==> src/rtl/segment_transition_ctrl.sv <==
`default_nettype none
//============================================================================
//  Module      : segment_transition_ctrl
//  Description : Segment-switch controller shared by the modulation and STM
//                paths. Owns the active segment index, applies host switch
//                requests according to their transition mode (SYNC_IDX,
//                SYS_TIME, GPIO, EXT), counts loop repetitions, raises STOP
//                for finite playback and auto-advances segments in EXT mode.
//
//  Ports       :
//    CLK              in   system clock (sole clock domain)
//    RST              in   synchronous active-high reset
//    REQ_VALID        in   one-cycle request strobe
//    REQ_SEGMENT      in   requested segment index
//    TRANSITION_MODE  in   0x00 SYNC_IDX, 0x01 SYS_TIME, 0x02 GPIO, 0xF0 EXT
//    TRANSITION_VALUE in   target time (SYS_TIME) or GPIO pin index (GPIO)
//    REP              in   per-segment repeat count (segment plays REP+1 loops)
//    LOOP_END         in   sampler pulse: current segment wrapped to index 0
//    SYS_TIME         in   free-running system time
//    GPIO_IN          in   synchronised GPIO trigger inputs
//    SEGMENT          out  active segment
//    UPDATE           out  one-cycle pulse on every segment switch
//    STOP             out  finite repetition exhausted
//    PENDING          out  accepted request waiting for its trigger
//    REQ_ERR          out  one-cycle pulse: request rejected
//
//  Revision    : 1.0  initial release
//============================================================================
module segment_transition_ctrl #(
    parameter int  NUM_SEGMENT = 2,
    parameter int  REP_WIDTH   = 16,
    parameter int  TIME_WIDTH  = 64,
    parameter int  NUM_GPIO    = 4,
    localparam int SEG_W       = (NUM_SEGMENT > 1) ? $clog2(NUM_SEGMENT) : 1
) (
    input  logic                            CLK,
    input  logic                            RST,
    input  logic                            REQ_VALID,
    input  logic [SEG_W-1:0]                REQ_SEGMENT,
    input  logic [7:0]                      TRANSITION_MODE,
    input  logic [TIME_WIDTH-1:0]           TRANSITION_VALUE,
    input  logic [NUM_SEGMENT*REP_WIDTH-1:0] REP,
    input  logic                            LOOP_END,
    input  logic [TIME_WIDTH-1:0]           SYS_TIME,
    input  logic [NUM_GPIO-1:0]             GPIO_IN,
    output logic [SEG_W-1:0]                SEGMENT,
    output logic                            UPDATE,
    output logic                            STOP,
    output logic                            PENDING,
    output logic                            REQ_ERR
);

    localparam int GPIO_W = (NUM_GPIO > 1) ? $clog2(NUM_GPIO) : 1;

    localparam logic [7:0]       c_mode_sync_idx = 8'h00;
    localparam logic [7:0]       c_mode_sys_time = 8'h01;
    localparam logic [7:0]       c_mode_gpio     = 8'h02;
    localparam logic [7:0]       c_mode_ext      = 8'hF0;

    localparam logic [SEG_W:0]   c_num_seg  = (SEG_W+1)'(NUM_SEGMENT);
    localparam logic [SEG_W-1:0] c_last_seg = SEG_W'(NUM_SEGMENT - 1);

    typedef enum logic [1:0] {
        ST_RUN       = 2'd0,
        ST_WAIT_SYNC = 2'd1,
        ST_WAIT_TIME = 2'd2,
        ST_WAIT_GPIO = 2'd3
    } state_t;

    // ------------------------------------------------------------------
    // Registered state
    // ------------------------------------------------------------------
    state_t                  r_state;
    logic [SEG_W-1:0]        r_segment;
    logic                    r_update;
    logic                    r_stop;
    logic                    r_pending;
    logic                    r_req_err;
    logic [REP_WIDTH-1:0]    r_rep_cnt;
    logic                    r_ext_en;
    logic [SEG_W-1:0]        r_pend_seg;
    logic                    r_pend_ext;
    logic [TIME_WIDTH-1:0]   r_pend_value;
    logic [GPIO_W-1:0]       r_pend_pin;
    logic [NUM_GPIO-1:0]     r_gpio_prev;

    // ------------------------------------------------------------------
    // Next-state values
    // ------------------------------------------------------------------
    state_t                  w_state_nxt;
    logic [SEG_W-1:0]        w_segment_nxt;
    logic                    w_update_nxt;
    logic                    w_stop_nxt;
    logic                    w_pending_nxt;
    logic                    w_req_err_nxt;
    logic [REP_WIDTH-1:0]    w_rep_cnt_nxt;
    logic                    w_ext_en_nxt;
    logic [SEG_W-1:0]        w_pend_seg_nxt;
    logic                    w_pend_ext_nxt;
    logic [TIME_WIDTH-1:0]   w_pend_value_nxt;
    logic [GPIO_W-1:0]       w_pend_pin_nxt;

    // ------------------------------------------------------------------
    // Helper decode
    // ------------------------------------------------------------------
    logic [REP_WIDTH-1:0]    w_rep_cur;
    logic                    w_rep_inf;
    logic                    w_rep_done;
    logic                    w_gpio_rise;
    logic                    w_trigger;
    logic                    w_mode_known;
    logic                    w_seg_ok;
    logic [GPIO_W-1:0]       w_req_pin;

    assign w_rep_cur  = REP[r_segment*REP_WIDTH +: REP_WIDTH];
    assign w_rep_inf  = &w_rep_cur;
    // The loop that just ended was the last one of a finite repetition.
    assign w_rep_done = LOOP_END && (r_rep_cnt == w_rep_cur) && !w_rep_inf;

    // The edge detector follows the pins continuously, so a pin that is
    // already high when the request is accepted has to drop and rise again.
    assign w_gpio_rise = GPIO_IN[r_pend_pin] & ~r_gpio_prev[r_pend_pin];

    assign w_seg_ok  = ({1'b0, REQ_SEGMENT} < c_num_seg);
    // Pin index is reduced once at acceptance so the wait path only needs
    // a narrow mux select.
    assign w_req_pin = GPIO_W'(TRANSITION_VALUE % TIME_WIDTH'(NUM_GPIO));

    always_comb begin
        w_mode_known = 1'b0;
        case (TRANSITION_MODE)
            c_mode_sync_idx,
            c_mode_sys_time,
            c_mode_gpio,
            c_mode_ext:      w_mode_known = 1'b1;
            default:         w_mode_known = 1'b0;
        endcase
    end

    always_comb begin
        w_trigger = 1'b0;
        case (r_state)
            ST_WAIT_SYNC: w_trigger = LOOP_END;
            ST_WAIT_TIME: w_trigger = (SYS_TIME >= r_pend_value);
            ST_WAIT_GPIO: w_trigger = w_gpio_rise;
            default:      w_trigger = 1'b0;
        endcase
    end

    // ------------------------------------------------------------------
    // Next-state / output logic
    // ------------------------------------------------------------------
    always_comb begin
        w_state_nxt      = r_state;
        w_segment_nxt    = r_segment;
        w_update_nxt     = 1'b0;
        w_stop_nxt       = r_stop;
        w_pending_nxt    = r_pending;
        w_req_err_nxt    = 1'b0;
        w_rep_cnt_nxt    = r_rep_cnt;
        w_ext_en_nxt     = r_ext_en;
        w_pend_seg_nxt   = r_pend_seg;
        w_pend_ext_nxt   = r_pend_ext;
        w_pend_value_nxt = r_pend_value;
        w_pend_pin_nxt   = r_pend_pin;

        if (w_trigger) begin
            // A LOOP_END that fires a SYNC trigger is the switch itself and
            // is not counted as another loop of the outgoing segment.
            w_segment_nxt = r_pend_seg;
            w_update_nxt  = 1'b1;
            w_rep_cnt_nxt = '0;
            w_stop_nxt    = 1'b0;
            w_pending_nxt = 1'b0;
            w_state_nxt   = ST_RUN;
            if (r_pend_ext) begin
                w_ext_en_nxt = 1'b1;
            end
        end else begin
            // The current segment keeps counting even while a request waits.
            if (LOOP_END && !(&r_rep_cnt)) begin
                w_rep_cnt_nxt = r_rep_cnt + REP_WIDTH'(1);
            end
            if (w_rep_done) begin
                if (r_ext_en && (r_state == ST_RUN)) begin
                    w_segment_nxt = (r_segment == c_last_seg) ? '0
                                                              : r_segment + SEG_W'(1);
                    w_update_nxt  = 1'b1;
                    w_rep_cnt_nxt = '0;
                    w_stop_nxt    = 1'b0;
                end else begin
                    w_stop_nxt = 1'b1;
                end
            end
        end

        // A request is applied after any switch in the same cycle, so it
        // becomes the new pending request (or overwrites the old one).
        if (REQ_VALID) begin
            if (w_seg_ok && w_mode_known) begin
                w_pend_seg_nxt   = REQ_SEGMENT;
                w_pend_value_nxt = TRANSITION_VALUE;
                w_pend_pin_nxt   = w_req_pin;
                w_pend_ext_nxt   = (TRANSITION_MODE == c_mode_ext);
                w_pending_nxt    = 1'b1;
                if (TRANSITION_MODE != c_mode_ext) begin
                    w_ext_en_nxt = 1'b0;
                end
                case (TRANSITION_MODE)
                    c_mode_sys_time: w_state_nxt = ST_WAIT_TIME;
                    c_mode_gpio:     w_state_nxt = ST_WAIT_GPIO;
                    default:         w_state_nxt = ST_WAIT_SYNC;
                endcase
            end else begin
                w_req_err_nxt = 1'b1;
            end
        end
    end

    // ------------------------------------------------------------------
    // State register
    // ------------------------------------------------------------------
    always_ff @(posedge CLK) begin
        if (RST) begin
            r_state      <= ST_RUN;
            r_segment    <= '0;
            r_update     <= 1'b0;
            r_stop       <= 1'b0;
            r_pending    <= 1'b0;
            r_req_err    <= 1'b0;
            r_rep_cnt    <= '0;
            r_ext_en     <= 1'b0;
            r_pend_seg   <= '0;
            r_pend_ext   <= 1'b0;
            r_pend_value <= '0;
            r_pend_pin   <= '0;
            r_gpio_prev  <= '0;
        end else begin
            r_state      <= w_state_nxt;
            r_segment    <= w_segment_nxt;
            r_update     <= w_update_nxt;
            r_stop       <= w_stop_nxt;
            r_pending    <= w_pending_nxt;
            r_req_err    <= w_req_err_nxt;
            r_rep_cnt    <= w_rep_cnt_nxt;
            r_ext_en     <= w_ext_en_nxt;
            r_pend_seg   <= w_pend_seg_nxt;
            r_pend_ext   <= w_pend_ext_nxt;
            r_pend_value <= w_pend_value_nxt;
            r_pend_pin   <= w_pend_pin_nxt;
            r_gpio_prev  <= GPIO_IN;
        end
    end

    assign SEGMENT = r_segment;
    assign UPDATE  = r_update;
    assign STOP    = r_stop;
    assign PENDING = r_pending;
    assign REQ_ERR = r_req_err;

endmodule
`default_nettype wire
==> config.mk <==
export PLATFORM = sky130hd
export DESIGN_NAME = segment_transition_ctrl
export DESIGN_NICKNAME = d
export VERILOG_FILES = /design/src/rtl/segment_transition_ctrl.sv
export SDC_FILE = /design/constraint.sdc
export NUM_CORES = 1
export LEC_CHECK = 0
export BUFFER_PORTS_ARGS = -buffer_cell sky130_fd_sc_hd__buf_2
export CORE_MARGIN = 2
export CORE_UTILIZATION = 50
export DETAILED_ROUTE_END_ITERATION = 7
export GPL_TIMING_DRIVEN = 0
export PLACE_DENSITY_LB_ADDON = 0.12
export SLEW_MARGIN = 10
export SYNTH_ARGS = -nofsm -noshare
export SYNTH_HDL_FRONTEND = slang
export SYNTH_SLANG_ARGS = --single-unit
==> constraint.sdc <==
create_clock -name CLK -period 3.15 [get_ports CLK]
set_input_delay 0.7875 -clock CLK [delete_from_list [all_inputs] [get_ports CLK]]
set_output_delay 0.7875 -clock CLK [all_outputs]
set_load 0.1 [all_outputs]
==> results of run 1 <==
-- layout by cell type, fill, tap and decap left out, types with 10 or more instances in the layout --
master / n
buf_2: 190
nor2_1: 19
mux2i_1: 17
inv_1: 68
clkbuf_1: 21
nand2_1: 163
nor4_1: 20
dfxtp_1: 94
xnor2_1: 29
ha_1: 65
a21oi_1: 93
nor3_1: 10
nand4_1: 17
nand3_1: 20
-- final timing paths --
| path | endpoint | slack (ns) | cells past startpoint |
|---|---|---|---|
| min | r_pend_value[44]$_SDFFE_PP0P_ | 0.45 | 2 |
| min reg2reg | r_pend_value[44]$_SDFFE_PP0P_ | 0.45 | 2 |
| max | r_rep_cnt[7]$_SDFF_PP0_ | 0.14 | 10 |
| max reg2reg | r_rep_cnt[7]$_SDFF_PP0_ | 0.33 | 10 |
-- cells in the mapped netlist (3+ instances only) --
cell,count
a21o_1,5
a21oi_1,93
and3_1,4
and4_1,4
buf_2,10
buf_6,3
clkbuf_1,21
dfxtp_1,94
ha_1,65
inv_1,68
mux2i_1,17
nand2_1,163
nand2b_1,3
nand3_1,20
nand3b_1,3
nand4_1,17
nor2_1,19
nor2b_1,3
nor3_1,10
nor3b_1,5
nor4_1,21
o2111ai_1,3
o21a_1,4
o21ai_0,9
o22ai_1,4
xnor2_1,29
xor2_1,4
-- registers in the layout, indices dropped and copies added, names as in the netlist, 2 cells and up --
signal and flops:
r_gpio_prev 4, r_rep_cnt 16, r_pend_value 64, r_state 2
-- cell type report --
cell class              count  area share, %
repair buffers            180           12.7
clock buffers              10           3.38
plain buffers              35           2.41
clock inverters             6          0.708
multi-input cells         534           48.0
inverters                  68           3.61
flip-flops and latches     94           26.6
diodes                      1         0.0354
well taps                 140           2.48
-- through the flow --
step                worst slack [ns]  hold WS (ns)  TNS, ns  total power [mW]  area, µm²
finish                         0.138         0.455        0              2.60       7070
global route                  0.0178         0.472        0              2.74       7070
CTS                           0.0644         0.457        0              2.63       7060
detailed placement            -0.291         0.447    -5.48              1.57       6770
global placement              -0.267         0.442    -5.06              1.55       6770
floorplan                      0.386         0.425        0              1.40       5690
-- metal layers --
layer / vias up / global-route usage (%)
li1: 2894 / -
met1: 2523 / 29.5
met2: 195 / 43.7
met3: 24 / 6.23
met4: 0 / 8.25
met5: - / 0
-- repair_timing --
item                                    4_1_cts  5_1_grt
endpoints found under the hold margin         0        0
endpoints found under the setup margin        0       20
gates resized for setup                       0        1
-- critical path, cell delays in order --
cell and delay (ns):
buf_2 0.11, ha_1 0.32, a21oi_1 0.15, o21ai_0 0.09
a221o_1 0.37, a2111oi_0 0.45, and4_1 0.36, a21oi_1 0.11
buf_2 0.20, nor4_1 0.30
-- power by group through the flow --
stage	sequential (mW)	clock, mW	combinational (mW)
global placement	1.23	0	0.317
CTS	1.21	1.09	0.333
finish	1.21	1.06	0.331
detailed placement	1.23	0	0.331
floorplan	1.24	0	0.156
global route	1.21	1.15	0.375
-- cell families (layout without fill, tap and decap cells) --
| group | after synthesis | count (layout) |
|---|---|---|
| other | 0 | 1 |
| multiplexers | 17 | 17 |
| flip-flops | 94 | 94 |
| AO/OA/AOI/OAI | 139 | 139 |
| adder cells (fa/ha/maj) | 65 | 65 |
| buffers and inverters | 103 | 299 |
| XOR/XNOR | 33 | 33 |
| AND/OR/NAND/NOR | 280 | 280 |
==> flow_summary_export.csv, run 1 <==
group,metric,value,unit
status,outcome,"complete, no violations",
route,viasPerCell,5.28,
clock_tree,htree_levels,3,
pwr,ir_drop,0.249,mV
route,post_drt_wl_per_cell,14.0,µm
die,fp.dieArea,12300,µm²
yosys,synth_seq_cells,94,
timing,setup_viol,0,
finish,final-seq-area,1880,µm²
worst_setup_path,cp-end-kind,"flop",
route,via_count,5636,
finish,multi_input_area,3390,µm²
finish,fillers,1040,
yosys,ys_types,51,
min_path,hp-class,"reg -> reg",
global_routing,grt_max_degree,18,
min_path,min_from,"r_pend_value[44]$_SDFFE_PP0P_",
clock_tree,clock_sinks,94,
route,drtAntennaViolNets,0,
clock_tree,clk_pin_slew_worst_paths,0.07,ns
finish,final_cells,1068,
yosys,synth_top_family_by_area,"simple AND/OR/NAND/NOR gates",
yosys,yosysTopAreaCell,"dfxtp_1",
clock_tree,cts_buffers,9,
route,highest_layer,"met4",
global_routing,grt_pass1_vias,5745,
timing,final_max_slew_viol_count,0,
placement,post-place-cells,1051,
global_routing,overflow,0,
yosys,synth-main-ff-cell,"dfxtp_1",
timing,max_freq,332,MHz
pwr,comb_power_share,12.8,%
yosys,synth_xor_area_share,5.08,%
worst_setup_path,critical_path.startpoint_type,"input pin",
finish,fin_util,64.4,%
yosys,synth_top_area_share,33.0,%
clock_tree,clock-root-buffer,"clkbuf_16",
clock_tree,cts_tree,"done",
clock_tree,postCtsSetupBuffers,0,
timing,hold_violations,0,
finish,syn_to_final_growth,24.1,%
pwr,seq_power_share,46.5,%
route,wirelength,15000,µm
pwr,cellPowerDensity,368,nW/µm²
finish,nets,1164,
worst_setup_path,crit_fanout,10,
yosys,synth_compound_area_share,14.3,%
clock_tree,cts_buffer_depth,2,
global_routing,track_usage,24.8,%
timing,rsz0062_at_grt,"false",
worst_setup_path,cp.required,3.39,ns
pwr,p_sw_share,25.6,%
route,drc,0,
yosys,seq_area_frac_synth,33.0,%
die,core-area,11000,µm²
yosys,syn_area,5690,µm²
clock_tree,worstSkewPairLatency,0.34,ns
die,rows,38,
die,start_util,51.8,%
yosys,yosys-top-cells-area,"dfxtp_1 (33%), ha_1 (14%), nand2_1 (11%)",
finish,drive_gt1_share,23.2,%
timing,timing.final.crit_share,95.6,%
yosys,syn_avg_cell_area,7.79,µm²
yosys,netlist_instances,731,
route,firstDrtPassIters,5,
die,fp.dieW,111,µm
pwr,switchingPower,0.666,mW
global_routing,grt_antenna_before_repair,1,
pwr,intPower,1.93,mW
yosys,synthMuxAreaShare,2.99,%
timing,skew,0.00809,ns
worst_setup_path,startpoint,"SYS_TIME[51]",
timing,slew_headroom,46.8,%
worst_setup_path,critPathArrivalTime,3.25,ns
route,first_iter_violations,234,
flow_run,cap_violations,0,
route,wl_met1,6220,µm
yosys,synthArstFlopShare,0,%
pwr,total_leakage_power,2.73,nW
yosys,synth_fa_ha_area_share,14.3,%
placement,gp_congestion,0.876,
global_routing,grt_pass1_wl,25500,µm
die,pin_count,182,
pwr,pwr-share-clk,40.8,%
yosys,synth_nets,973,
worst_setup_path,r2r-start,"r_pend_value[51]$_SDFFE_PP0P_",
route,wl_met2,7540,µm
route,wl_met3,987,µm
die,die_h,111,µm
timing,worstMarginPinSlew,0.790,ns
yosys,synth_edf_count,0,
yosys,yosysWarningCount,0,
worst_setup_path,crit_type,"in -> reg",
timing,fin_crit,3.01,ns
clock_tree,holdBufCountCts,0,
placement,port_buffers,180,
placement,hpwl,12200,µm
yosys,synth-simple-area-share,22.9,%
Note: power is estimated with default switching activity, not from simulation.
==> run 2, diff against run 1 <==
REMOVE_ABC_BUFFERS = 1   (was unset)
==> run 2 against run 1 <==
Core utilization is 0.77 points lower; cell area is 1.2% lower; final cell count is 3.1% lower; register-to-register slack hardly changed; first-iteration DRC count is 15% lower; fmax is 0.37% higher; wire length is 4.5% lower; sequential share of layout area is 0.34 points higher; die area stayed put; sequential cell count stayed put; hold slack worse by 0.0019 ns; critical path type unchanged.
==> flow_summary_export.csv, run 2 (same netlist as run 1, synthesis figures left out) <==
group,metric,value,unit
pwr,cellPowerDensity,367,nW/µm²
global_routing,grt_max_degree,50,
worst_setup_path,crit_type,"in -> reg",
die,fp.dieW,111,µm
global_routing,met1_usage,29.3,%
global_routing,top_usage_layer,"met2",
global_routing,gr-usage-met3,5.30,%
route,firstDrtPassIters,5,
pwr,power,2.56,mW
route,via_count,5489,
worst_setup_path,cp.required,3.39,ns
placement,postPlaceCellArea,6680,µm²
finish,final_common_cell,"buf_2",
worst_setup_path,critPathArrivalTime,3.24,ns
worst_setup_path,crit_fanout,20,
timing,worst_slack,0.149,ns
clock_tree,cts_tree,"done",
finish,top_regs,"r_pend_value (64), r_rep_cnt (16), r_gpio_prev (4)",
finish,design_area,6980,µm²
worst_setup_path,critical_path.startpoint_type,"input pin",
pwr,total_leakage_power,2.67,nW
clock_tree,clock_sinks,94,
finish,final-seq-area,1880,µm²
global_routing,grt_antenna_before_repair,0,
timing,setup_viol,0,
timing,timing.final.crit_share,95.3,%
status,outcome,"complete, no violations",
timing,fin_crit,3.00,ns
worst_setup_path,cp-end-kind,"flop",
die,start_util,51.8,%
die,die_h,111,µm
finish,multi_input_area,3420,µm²
worst_setup_path,r2r_slack,0.33,ns
timing,final_max_slew_viol_count,0,
die,core-area,11000,µm²
finish,drive_gt1_share,23.4,%
clock_tree,cts_buffers,9,
clock_tree,clk_pin_slew_worst_paths,0.06,ns
timing,worstMarginPinSlew,0.785,ns
clock_tree,worstSkewPairLatency,0.34,ns
global_routing,overflow,0,
timing,hold_violations,0,
finish,fillers,993,
global_routing,grt_pass1_vias,5258,
route,viasPerCell,5.30,
finish,antenna_cells,0,
finish,syn_to_final_growth,22.6,%
finish,nets,1133,
placement,place_ws,-0.855,ns
global_routing,grt_use_met2,40.2,%
route,post_drt_wl_per_cell,13.8,µm
global_routing,track_usage,23.3,%
flow_run,cap_violations,0,
clock_tree,cts_buffer_depth,2,
finish,largest_register_ffs,64,
timing,skew,0.00856,ns
placement,hpwl,11200,µm
timing,max_freq,333,MHz
global_routing,grt_pass1_wl,23700,µm
finish,top_register,"r_pend_value",
clock_tree,holdBufCountCts,0,
min_path,hp-class,"reg -> reg",
die,pin_count,182,
finish,fin_util,63.6,%
route,first_iter_violations,198,
placement,port_buffers,181,
die,fp.dieArea,12300,µm²
placement,gp_congestion,0.854,
timing,slew_headroom,47.1,%
route,wirelength,14300,µm
finish,mostFrequentLayoutCells,"buf_2 (180), nand2_1 (162), dfxtp_1 (93)",
route,drtAntennaViolNets,0,
pwr,ir_drop,0.261,mV
route,drc,0,
timing,holdWs,0.453,ns
clock_tree,postCtsSetupBuffers,0,
clock_tree,clock-root-buffer,"clkbuf_16",
die,rows,38,
clock_tree,htree_levels,3,
run 2: changes by cell type in the layout (fill, tap and decap cells not counted), sizes merged:
cell | before | now
diode | 1 | 0
buf | 194 | 184
clkinv | 0 | 1
clkbuf | 31 | 12
inv | 72 | 68
run 2: cell type report:
class / instances / share of cell area, %
repair buffers: 184 / 13.9
flip-flops and latches: 94 / 27.0
clock buffers: 12 / 3.67
well taps: 140 / 2.51
multi-input cells: 534 / 49.0
clock inverters: 3 / 0.287
inverters: 68 / 3.66
run 2: final timing paths:
kind / end / from / cells after the start
setup reg to reg: r_rep_cnt[15]$_SDFF_PP0_ / r_pend_value[51]$_SDFFE_PP0P_ / 9
hold / removal: r_pend_value[6]$_SDFFE_PP0P_ / r_pend_value[6]$_SDFFE_PP0P_ / 2
hold reg to reg: r_pend_value[6]$_SDFFE_PP0P_ / r_pend_value[6]$_SDFFE_PP0P_ / 2
setup / recovery: r_rep_cnt[15]$_SDFF_PP0_ / SYS_TIME[51] / 9
run 2: critical path, stage by stage:
cell and delay (ns):
buf_2 0.10, ha_1 0.31, a21oi_1 0.16, o21ai_0 0.13, a221o_1 0.38, a2111oi_2 0.51
and4_2 0.36, a21oi_4 0.17, nor4_1 0.32
run 2: metal layers:
metal	vias up	wire length, µm	part of all wire [%]
met5	-	0	0
met4	0	173	1.2
met3	16	881	6.2
met2	176	6980	49
met1	2472	6270	44
li1	2825	-	-
run 2: stage by stage:
| stage | setup TNS, ns | std cells |
|---|---|---|
| floorplan | -9.42 | 696 |
| global placement | -89.63 | 1017 |
| detailed placement | -16.22 | 1020 |
| CTS | 0 | 1035 |
| global route | -0.00560 | 1035 |
| finish | 0 | 1035 |
run 2: report_power, final:
part / switching [mW] / total [mW] / internal [mW]
logic: 0.166 / 0.331 / 0.165
clock network: 0.450 / 1.02 / 0.573
registers: 0.00885 / 1.21 / 1.20
run 2: timing repair:
item,CTS,global route
pin swaps,0,0
setup endpoints to repair,20,21
resized for setup,4,3
